<file path="src/rtl/fp16_normalizer.sv">
// fp16_normalizer: converts a signed fixed-point accumulator and its biased
// alignment exponent into an IEEE-754 binary16 value. Normalization shifts
// one bit per cycle; rounding is round-to-nearest-even; out-of-range results
// saturate to infinity or flush to a signed zero (no subnormals).
//
// Handshake: an input transfers on a rising edge where in_valid && in_ready.
// in_ready is high only while the block is idle with nothing pending. The
// upstream holds in_valid and its data until the transfer happens. out_valid
// is a one-cycle pulse; fp16_out and the flags hold their value between pulses.
module fp16_normalizer #(
  parameter int ACC_WIDTH = 32,
  parameter int FRAC_BITS = 10
) (
  input  logic                 clk,
  input  logic                 rst,
  input  logic                 in_valid,
  output logic                 in_ready,
  input  logic [ACC_WIDTH-1:0] fixed_point_in,
  input  logic [4:0]           exp_in,
  output logic [15:0]          fp16_out,
  output logic                 out_valid,
  output logic                 overflow,
  output logic                 underflow
);

  localparam int LZW = $clog2(ACC_WIDTH);

  typedef enum logic [1:0] {
    IDLE  = 2'd0,
    NORM  = 2'd1,
    ROUND = 2'd2
  } state_t;

  state_t               state_q, state_d;
  logic                 sign_q, sign_d;
  logic [ACC_WIDTH-1:0] mag_q, mag_d;
  logic [4:0]           exp_q, exp_d;
  logic [LZW-1:0]       lz_q, lz_d;
  logic                 zero_pend_q, zero_pend_d;
  logic [15:0]          fp16_q, fp16_d;
  logic                 out_valid_q, out_valid_d;
  logic                 ovf_q, ovf_d;
  logic                 unf_q, unf_d;

  // Rounding datapath, evaluated on the normalized magnitude
  logic [9:0]           man;
  logic                 g_bit;
  logic                 s_bit;
  logic                 round_up;
  logic [10:0]          man_rnd;
  logic signed [15:0]   e_pre;
  logic signed [15:0]   e_rnd;
  logic [9:0]           man_fin;
  logic [ACC_WIDTH-1:0] abs_in;

  assign in_ready  = (state_q == IDLE) && !zero_pend_q;
  assign fp16_out  = fp16_q;
  assign out_valid = out_valid_q;
  assign overflow  = ovf_q;
  assign underflow = unf_q;

  // Exponent, mantissa extraction and round-to-nearest-even
  always_comb begin
    abs_in   = fixed_point_in[ACC_WIDTH-1] ? (~fixed_point_in + 1'b1) : fixed_point_in;
    man      = mag_q[ACC_WIDTH-2 -: 10];
    g_bit    = mag_q[ACC_WIDTH-12];
    s_bit    = |mag_q[ACC_WIDTH-13:0];
    round_up = g_bit && (s_bit || man[0]);
    man_rnd  = {1'b0, man} + {10'b0, round_up};
    e_pre    = $signed(16'(ACC_WIDTH - 1 - FRAC_BITS))
             - $signed({{(16-LZW){1'b0}}, lz_q})
             + $signed({11'b0, exp_q});
    e_rnd    = man_rnd[10] ? (e_pre + 16'sd1) : e_pre;
    man_fin  = man_rnd[10] ? 10'd0 : man_rnd[9:0];
  end

  // Next-state and output logic for IDLE -> NORM -> ROUND
  always_comb begin
    state_d     = state_q;
    sign_d      = sign_q;
    mag_d       = mag_q;
    exp_d       = exp_q;
    lz_d        = lz_q;
    zero_pend_d = 1'b0;
    fp16_d      = fp16_q;
    out_valid_d = 1'b0;
    ovf_d       = ovf_q;
    unf_d       = unf_q;
    case (state_q)
      IDLE: begin
        if (zero_pend_q) begin
          // Zero input: result is +0 one edge after the accept
          out_valid_d = 1'b1;
          fp16_d      = 16'h0000;
          ovf_d       = 1'b0;
          unf_d       = 1'b0;
        end else if (in_valid) begin
          sign_d = fixed_point_in[ACC_WIDTH-1];
          mag_d  = abs_in;
          exp_d  = exp_in;
          lz_d   = '0;
          if (fixed_point_in == '0) zero_pend_d = 1'b1;
          else                      state_d     = NORM;
        end
      end
      NORM: begin
        if (mag_q[ACC_WIDTH-1]) begin
          state_d = ROUND;
        end else begin
          mag_d = mag_q << 1;
          lz_d  = lz_q + 1'b1;
        end
      end
      ROUND: begin
        out_valid_d = 1'b1;
        state_d     = IDLE;
        if (e_rnd >= 16'sd31) begin
          fp16_d = {sign_q, 15'h7C00};
          ovf_d  = 1'b1;
          unf_d  = 1'b0;
        end else if (e_rnd <= 16'sd0) begin
          fp16_d = {sign_q, 15'h0000};
          ovf_d  = 1'b0;
          unf_d  = 1'b1;
        end else begin
          fp16_d = {sign_q, e_rnd[4:0], man_fin};
          ovf_d  = 1'b0;
          unf_d  = 1'b0;
        end
      end
      default: state_d = IDLE;
    endcase
  end

  // State and datapath registers with synchronous active-low reset
  always_ff @(posedge clk) begin
    if (!rst) begin
      state_q     <= IDLE;
      sign_q      <= 1'b0;
      mag_q       <= '0;
      exp_q       <= '0;
      lz_q        <= '0;
      zero_pend_q <= 1'b0;
      fp16_q      <= 16'h0000;
      out_valid_q <= 1'b0;
      ovf_q       <= 1'b0;
      unf_q       <= 1'b0;
    end else begin
      state_q     <= state_d;
      sign_q      <= sign_d;
      mag_q       <= mag_d;
      exp_q       <= exp_d;
      lz_q        <= lz_d;
      zero_pend_q <= zero_pend_d;
      fp16_q      <= fp16_d;
      out_valid_q <= out_valid_d;
      ovf_q       <= ovf_d;
      unf_q       <= unf_d;
    end
  end

endmodule

</file>
<file path="config.mk">
export PLATFORM = sky130hd
export DESIGN_NAME = fp16_normalizer
export DESIGN_NICKNAME = d
export VERILOG_FILES = /design/src/rtl/fp16_normalizer.sv
export SDC_FILE = /design/constraint.sdc
export NUM_CORES = 1
export LEC_CHECK = 0
export BUFFER_PORTS_ARGS = -buffer_cell sky130_fd_sc_hd__buf_2
export CORE_MARGIN = 5
export CORE_UTILIZATION = 55
export CTS_CLUSTER_SIZE = 30
export DETAILED_ROUTE_END_ITERATION = 10
export PLACE_DENSITY = 0.75
export REMOVE_ABC_BUFFERS = 1
export SETUP_SLACK_MARGIN = 0.3
export SYNTH_ARGS = -nofsm -noshare
export SYNTH_HDL_FRONTEND = slang
export SYNTH_SLANG_ARGS = --single-unit
export TNS_END_PERCENT = 30
</file>
<file path="constraint.sdc">
create_clock -name clk -period 4.05 [get_ports clk]
set_input_delay 1.215 -clock clk [delete_from_list [all_inputs] [get_ports clk]]
set_output_delay 1.215 -clock clk [all_outputs]
set_load 0.05 [all_outputs]
</file>
==> results of run 1 <==
## metrics by stage
| step | setup WS [ps] | hold slack, ps |
|---|---|---|
| after floorplan | 1030 | 436 |
| after global placement | 814 | 432 |
| after detailed placement | 737 | 439 |
| after CTS | 821 | 449 |
| after global routing | 488 | 485 |
| final | 813 | 444 |
## worst min path at each step
stage | startpoint | end | slack, ps
after floorplan | sign_q | sign_q | 440
after detailed placement | overflow | overflow | 440
after global routing | exp_q[4] | exp_q[4] | 490
after global placement | overflow | overflow | 430
final | overflow | overflow | 440
after CTS | overflow | overflow | 450
## final cells by class
class / count / area, µm²
clock buffers: 13 / 169
clock inverters: 2 / 12.5
fillers: 621 / 2660
inverters: 11 / 41.3
multi-input cells: 378 / 2530
flip-flops and latches: 65 / 1300
well taps: 99 / 124
repair buffers: 65 / 340
## layout by cell type (no fill, tap or decap), types with 3 or more instances in the layout
master    Yosys  layout
nor2_1       26      26
clkbuf_8      0      12
and2_1        3       3
a22o_1        9       9
o211a_1       8       8
dfxtp_1      65      65
nand3_1       7       7
a22oi_1       6       6
o221ai_1      3       3
a31oi_1       3       3
o31ai_1       7       7
xnor2_1      22      22
nor4_1       10      10
buf_4         1       6
or4_1         5       5
o221ai_2      3       3
a21oi_1      31      31
nor3_1       12      12
o21ai_1       9       9
nor4_2        5       5
ha_1         11      11
mux2i_1       4       4
o41ai_1       4       4
nand2_1      61      61
nand4_1       4       4
buf_2         2      59
and3_1        3       3
nand2b_1      3       3
or3_1         5       5
xor2_1       25      25
inv_1        10      10
o21ai_0      52      52
## registers in the layout, summed over array words and instances (netlist names)
name         cells
underflow        1
out_valid        1
exp_q            5
fp16_out        16
lz_q             5
sign_q           1
mag_q           32
zero_pend_q      1
overflow         1
state_q          2
## worst register-to-register path: stages (launching register included)
cell and delay, ps:
dfxtp_1 510, ha_1 290, inv_1 60, ha_1 280, o21ai_0 250, nor2_1 100, nor2_1 340, nand4_1 210
o21a_1 240, o22ai_2 620, a32o_1 280
## per-layer routing
metal	part of all wire (%)	up-vias
li1	-	1850
met1	47	1765
met2	46	107
met3	5.4	11
met4	1.0	0
met5	0	-
## cells by family (layout without fill, tap and decap cells)
| group | count (synthesis) | count (layout) |
|---|---|---|
| xor+xnor | 50 | 50 |
| buf+inv | 37 | 91 |
| fa+ha+maj | 12 | 12 |
| compound gates | 153 | 153 |
| mux | 4 | 4 |
| flops | 65 | 65 |
| simple gates | 159 | 159 |
## power by group through the flow
stage / combinational [mW] / sequential (mW) / clock (mW)
floorplan: 0.212 / 0.727 / 0
global placement: 0.307 / 0.736 / 0
detailed placement: 0.315 / 0.738 / 0
CTS: 0.317 / 0.724 / 0.517
global route: 0.352 / 0.731 / 0.544
finish: 0.320 / 0.725 / 0.511
==> results.toml, run 1 <==
[status]
status = "completed"

[synth]
avgSynthCellArea_um2 = 8.34
yosys-top-cells-count = "65 x dfxtp_1, 61 x nand2_1, 52 x o21ai_0, 31 x a21oi_1, 26 x nor2_1"
synth_compound_area_share_pct = 25.0
synth_top_family_by_area = "compound AO/OA/AOI/OAI gates"
synth_cells = 480
yosysMostFrequentCell = "dfxtp_1"
synth_xor_area_share_pct = 11.7
seq_area_frac_synth_pct = 32.5
ys_types = 61
synthSimpleGateAreaFrac_pct = 21.6
synth-edff-count = 0
synthesis.area_um2 = 4000
synthDominantCellAreaShare_pct = 32.5
ys.flop_type = "dfxtp_1"
synthTopCellsByArea = "dfxtp_1 33%, o21ai_0 6.5%, nand2_1 5.7%"
yosys.area.top_type = "dfxtp_1"
synth-seq-cells = 65
async_flop_share_pct = 0
ys.warnings.count = 0
synthAdderAreaFrac_pct = 3.94
synthMuxAreaShare_pct = 1.00

[critical_path]
critPathMaxFanout = 17
required_ps = 4330
worst-path-buf-inv = 1
max_stage_delay_ps = 620
worst_path_max_delay_cell = "o22ai_2"
critPathLaunch = "lz_q[1]"
endpoint = "underflow"
critPathCaptureType = "flip-flop"
worstPathCellList = "ha_1 > inv_1 > ha_1 > o21ai_0 > nor2_1 > nor2_1 > nand4_1 > o21a_1 > o22ai_2 > a32o_1"
cp_num_cells = 10
critPathLaunchType = "flip-flop"
worstSetupPathType = "reg2reg"
r2r_cells = 10
r2r_start = "lz_q[1]"
worstPathArrival_ps = 3520
r2r-end = "underflow"
critPathTopFamily = "compound AO/OA/AOI/OAI gates"
reg2reg_slack_ps = 810

[power_and_ir_drop]
p_sw_mw = 0.478
power_mw = 1.56
p_comb_share_pct = 20.5
power_frac_seq_pct = 46.6
p_clk_share_pct = 32.8
p_int_mw = 1.08
switching_share_pct = 30.7
max-vdd-ir-drop_mv = 0.163
p_leak_nw = 1.86
power.density_nw_per_um2 = 344

[routing]
viasPerCell = 5.90
routed_wl_mm = 9.89
wl_per_cell_um = 15.6
drtAntennaViolNets = 0
route.detailed.drc = 0
vias = 3733
firstDrtPassIters = 5
drt_iter0_drc = 207

[clock_network]
postCtsHoldBufs = 0
cts_setup_buffers = 0
cts-resized-gates = 0
cts_tree = "yes"
htreeDepth = 3
clk_path_buf_depth = 2
clock-sinks = 65
clk_pin_slew_ps = 70
numCtsBuffers = 9
clk_latency_ps = 340
root_buffer = "clkbuf_8"

[die]
pin_count = 60
fp-row-count = 31
fp.dieH_um = 95.3
core_area_um2 = 7180
initial_core_util_pct = 55.8
fp.dieW_um = 95.3
die_area_um2 = 9080

[run]
maxCapViolations = 0

[global_route]
grt_pass1_wl_mm = 16.0
grt_pass1_vias = 3362
gr-usage-met2_pct = 36.3
gr-total-overflow = 0
grtUsageTotal_pct = 22.3
antenna_found_initial = 0
top_usage_layer = "met2"
grtUsageMet3_pct = 4.26
grt_start_max_net_pins = 33
met1_usage_pct = 30.1

[hold_path]
hold_class = "reg2reg"
whs_path_depth = 2

[placement]
gp_congestion = 0.866
io_buffers = 59
dp_cells = 618
place.detailed.hpwl_mm = 7.30
place_area_um2 = 4340

[layout]
final_area_um2 = 4520
fin_util_pct = 63.0
layout-drive-gt1-share_pct = 19.5
fin_nets = 582
stdcell_count = 633
area_growth_pct = 13.0
antenna_cells = 0

[timing]
worst_pin_slew_ps = 752
maxSlewViolCount = 0
rsz0062_at_grt = "false"
period_share_pct = 79.9
max_slew_margin_pct = 49.8
hold_viol = 0
clock_skew_ps = 5.79
setup_tns_ps = 0
period_minus_slack_ps = 3240
max_freq_mhz = 309
setup_viol = 0
Power figures use the tool's default switching activity.
==> run 2, diff against run 1 <==
CORE_UTILIZATION = 52   (was 55)
clock period = 2.9 ns   (was 4.05 ns; I/O delays follow)
==> run 2 against run 1 <==
Compared with the run above: sequential share of layout area down 2.2 points; global-route usage grew 0.45 points; count of clock-buffer cells in the layout fell by 3; highest routed layer unchanged.
==> results.toml, run 2 (synthesized netlist as in run 1, its figures left out) <==
[die]
fp.dieH_um = 97.7
core_area_um2 = 7610
pin_count = 60
fp.dieW_um = 97.7
fp-row-count = 32
initial_core_util_pct = 52.6
die_area_um2 = 9550

[placement]
io_buffers = 59
place.detailed.hpwl_mm = 7.42
dp_cells = 637
gp_congestion = 0.922

[layout]
fin_util_pct = 64.7
mostFrequentLayoutCells = "62 x dfxtp_1, 60 x nand2_1, 59 x buf_2"
largest_reg_flops = 32
area_growth_pct = 23.0
multi_input_area_um2 = 2660
antenna_cells = 0
top_register = "mag_q"
fin_nets = 605
nFillCells = 648
layout-drive-gt1-share_pct = 26.0
stdcell_count = 660
final_common_cell = "dfxtp_1"
register_area_um2 = 1310

[timing]
worst_pin_slew_ps = 653
rsz0062_at_grt = "true"
setup_tns_ps = 0
maxSlewViolCount = 0
period_minus_slack_ps = 2680
clock_skew_ps = 5.87
period_share_pct = 92.2
max_slew_margin_pct = 56.3
hold_viol = 0
setup_viol = 0
max_freq_mhz = 374

[power_and_ir_drop]
max-vdd-ir-drop_mv = 0.244
p_leak_nw = 2.05
power.density_nw_per_um2 = 519

[critical_path]
worstPathCellList = "ha_1 > xor2_1 > ha_1 > o21ai_0 > nor2_1 > nor2_4 > a31oi_1 > nand2b_4 > nor2_1 > a32o_1"
r2r-end = "fp16_out[9]"
r2r_cells = 10
r2r_start = "lz_q[1]"
worst_path_max_delay_cell = "dfxtp_4"
worstPathArrival_ps = 2920
critPathLaunchType = "flip-flop"
worst-path-buf-inv = 0
critPathCaptureType = "flip-flop"
reg2reg_slack_ps = 220
required_ps = 3150
cp_num_cells = 10
worstSetupPathType = "reg2reg"
max_stage_delay_ps = 370
critPathMaxFanout = 13
critPathTopFamily = "simple AND/OR/NAND/NOR gates"

[clock_network]
postCtsHoldBufs = 0
clock-sinks = 65
clk_latency_ps = 350
clk_pin_slew_ps = 70
cts_tree = "yes"
root_buffer = "clkbuf_8"
clk_path_buf_depth = 2
numCtsBuffers = 9
htreeDepth = 3

[routing]
vias = 3826
route.detailed.drc = 0
drt_iter0_drc = 214
drtAntennaViolNets = 0
viasPerCell = 5.80
wl_per_cell_um = 16.2
routed_wl_mm = 10.7
firstDrtPassIters = 5

[hold_path]
whs_path_depth = 2
hold_class = "reg2reg"
hold_path_startpoint = "overflow"
min_to = "overflow"

[global_route]
grt_pass1_wl_mm = 18.0
grt_pass1_vias = 3701
grtUsageTotal_pct = 22.7
antenna_found_initial = 0
gr-total-overflow = 0
grt_start_max_net_pins = 33

[run]
maxCapViolations = 0

[status]
status = "completed"
## run 2: cell types whose count changed in the layout (fill, tap and decap cells not counted), sizes merged
cell      delta
buf         +22
bufinv       +4
clkinvlp     -1
clkbuf       -3
clkinv       +1
o21a         +1
## run 2: cell type report
class                   count  area share (%)
inverters                  11           0.839
clock inverters             6            2.64
multi-input cells         379            54.0
clock buffers              10            2.59
flip-flops and latches     65            26.6
well taps                 102            2.59
repair buffers             87            10.8
## run 2: how the worst max path moves through the flow
| stage | start | to | slack [ps] |
|---|---|---|---|
| after global routing | lz_q[1] | underflow | 80 |
| after CTS | lz_q[0] | fp16_out[7] | 260 |
| after detailed placement | fixed_point_in[6] | mag_q[29] | -50 |
| after global placement | fixed_point_in[6] | mag_q[28] | 30 |
| final | lz_q[1] | fp16_out[9] | 220 |
| after floorplan | lz_q[1] | underflow | 150 |
## run 2: metrics by stage
stage / hold slack [ps] / total power, mW / area (µm²) / setup WS, ps
2_1_floorplan: 436 / 1.31 / 3870 / 152
3_3_place_gp: 431 / 1.48 / 4480 / 29.0
3_5_place_dp: 445 / 1.49 / 4480 / -46.8
4_1_cts: 456 / 2.55 / 4880 / 261
5_1_grt: 487 / 2.67 / 4920 / 76.3
6_report: 451 / 2.56 / 4920 / 225
## run 2: repair_timing
item,CTS,global route
buffers inserted,4,2
resized for setup,20,7
endpoints found under the setup margin,17,27
pin swaps,14,5
gates cloned,1,0
## run 2: routing by layer
| layer | track usage [%] | vias to the layer above | routed length, µm |
|---|---|---|---|
| met4 | 9.80 | 0 | 233 |
| met5 | 0 | - | 0 |
| li1 | - | 1903 | - |
| met3 | 4.09 | 20 | 568 |
| met2 | 37.5 | 116 | 5050 |
| met1 | 29.0 | 1787 | 4810 |
## run 2: where the power goes
| group | switching (mW) | internal (mW) | total (mW) |
|---|---|---|---|
| combinational | 0.295 | 0.221 | 0.517 |
| sequential | 0.0606 | 0.951 | 1.01 |
| clock | 0.372 | 0.656 | 1.03 |
| total | 0.728 | 1.83 | 2.56 |
## run 2: worst register-to-register path, cell delays in order, from the launching register on
cell and delay [ps]:
dfxtp_4 370, ha_1 220, xor2_1 150, ha_1 350
o21ai_0 140, nor2_1 360, nor2_4 110, a31oi_1 260
nand2b_4 290, nor2_1 80, a32o_1 250
==> run 3, diff against run 2 <==
CELL_PAD_IN_SITES_DETAIL_PLACEMENT = 0   (was default)
CELL_PAD_IN_SITES_GLOBAL_PLACEMENT = 1   (was default)
CORE_UTILIZATION = 39   (was 52)
==> run 3 against run 2 <==
Compared with the run above: power decreased by 11%; highest routed layer unchanged; count of clock-buffer cells in the layout decreased by 1; hold slack got worse by 7.6 ps; register-to-register slack got worse by 50 ps.
==> results.toml, run 3 (synthesized netlist as in run 1, its figures left out) <==
[status]
status = "completed"

[clock_network]
clk_pin_slew_ps = 80
htreeDepth = 3
numCtsBuffers = 9
clk_path_buf_depth = 2
clock-sinks = 65
clk_latency_ps = 340
cts_tree = "yes"
root_buffer = "clkbuf_8"

[global_route]
gr-usage-met2_pct = 28.1
grt_start_max_net_pins = 33
grt_pass1_wl_mm = 17.5
grtUsageMet3_pct = 2.84
gr-total-overflow = 0
antenna_found_initial = 0
grtUsageTotal_pct = 17.1
top_usage_layer = "met2"
met1_usage_pct = 22.9
grt_pass1_vias = 3519

[placement]
dp_slack_ps = -34.5
gp_congestion = 0.812
io_buffers = 59
place_area_um2 = 4540
place.detailed.hpwl_mm = 7.83

[critical_path]
critPathLaunchType = "flip-flop"
worstPathCellList = "ha_1 > inv_1 > ha_4 > or2_2 > a21oi_2 > nor2_2 > xnor2_2 > nor4_4 > o22ai_2 > buf_12 > a32o_1"
critPathMaxFanout = 17
worstSetupPathType = "reg2reg"
max_stage_delay_ps = 380
critPathCaptureType = "flip-flop"
worstPathArrival_ps = 2960
worst_path_max_delay_cell = "dfxtp_4"
required_ps = 3130

[timing]
whs_ps = 444
max_freq_mhz = 366
rsz0062_at_grt = "true"
period_minus_slack_ps = 2730
maxSlewViolCount = 0
setup_viol = 0
max_slew_margin_pct = 54.7
setup_tns_ps = 0
clock_skew_ps = 9.55
period_share_pct = 94.1
hold_viol = 0
layout_setup_ws_ps = 171
worst_pin_slew_ps = 678

[routing]
route.detailed.drc = 0
routed_wl_mm = 10.9
wl_per_cell_um = 15.6
firstDrtPassIters = 4
viasPerCell = 5.39
drt_iter0_drc = 172
drtAntennaViolNets = 0
vias = 3750

[die]
core_area_um2 = 10200
fp.dieH_um = 111
initial_core_util_pct = 39.3
die_area_um2 = 12400
fp.dieW_um = 111
pin_count = 60
fp-row-count = 37

[layout]
nFillCells = 1025
final_area_um2 = 4900
area_growth_pct = 22.6
final_common_cell = "dfxtp_1"
mostFrequentLayoutCells = "62 x dfxtp_1, 61 x nand2_1, 59 x buf_2"
fin_nets = 608
top_register = "mag_q"
largest_reg_flops = 32
layout-drive-gt1-share_pct = 26.8
antenna_cells = 0

[power_and_ir_drop]
switching_share_pct = 31.7
power.density_nw_per_um2 = 465
power_mw = 2.28
max-vdd-ir-drop_mv = 0.256
p_clk_share_pct = 33.5
p_int_mw = 1.56
power_frac_seq_pct = 44.4
p_sw_mw = 0.723
p_leak_nw = 2.02
p_comb_share_pct = 22.1

[run]
maxCapViolations = 0

[hold_path]
hold_class = "reg2reg"
==> run 3: cell count changes in the layout (fill, tap and decap cells not counted), sizes merged <==
cell / previous run / this run
clkinvlp: 0 / 2
clkbuf: 10 / 9
bufinv: 4 / 1
nand2b: 4 / 5
clkinv: 3 / 4
buf: 87 / 90
o21a: 4 / 3
==> run 3: timing repair <==
action	CTS	global route
setup buffers	5	2
gates cloned	0	1
endpoints found under the setup margin	17	27
hold buffers	0	0
resized for setup	12	12
pin swaps	11	4
==> run 3: path summary, 6_finish.rpt <==
| kind | end | depth (start not counted) | startpoint | slack [ps] |
|---|---|---|---|---|
| setup / recovery | underflow | 11 | lz_q[1] | 170 |
| hold / removal | overflow | 2 | overflow | 440 |
| setup reg to reg | underflow | 11 | lz_q[1] | 170 |
| hold reg to reg | overflow | 2 | overflow | 440 |
==> run 3: area by class of cell <==
type / instances / area (µm²) / share of cell area (%)
multi-input combinational: 379 / 2650 / 54.0
sequential: 65 / 1310 / 26.7
timing repair buffer: 90 / 553 / 11.3
tap: 136 / 170 / 3.47
clock buffer: 9 / 124 / 2.53
clock inverter: 6 / 60.1 / 1.22
inverter: 11 / 41.3 / 0.842
==> run 3: stage by stage <==
step                      instances  utilization [%]
after detailed placement        673             44.6
after global placement          673             44.6
after CTS                       693             47.4
after global routing            696             48.2
final                           696             48.2
after floorplan                 454                -
==> run 3: power by group through the flow <==
stage	Clock, mW	Sequential (mW)	Combinational, mW
floorplan	0	1.02	0.297
global placement	0	1.03	0.464
detailed placement	0	1.03	0.469
CTS	0.774	1.01	0.495
global route	0.808	1.02	0.562
finish	0.764	1.01	0.504
==> run 3: worst max-delay path, delay by kind of cell, from the launching register on <==
kind	cells	cell delay, ps
AO/OA/AOI/OAI	3	600
XOR/XNOR	1	190
adder cells (fa/ha/maj)	2	510
buffers and inverters	2	250
flip-flops	1	380
AND/OR/NAND/NOR	3	690
==> run 3: metal layers <==
metal / wire (µm) / up-vias
met3: 532 / 17
met1: 5020 / 1742
met5: 0 / -
met2: 5130 / 86
li1: - / 1905
met4: 173 / 0
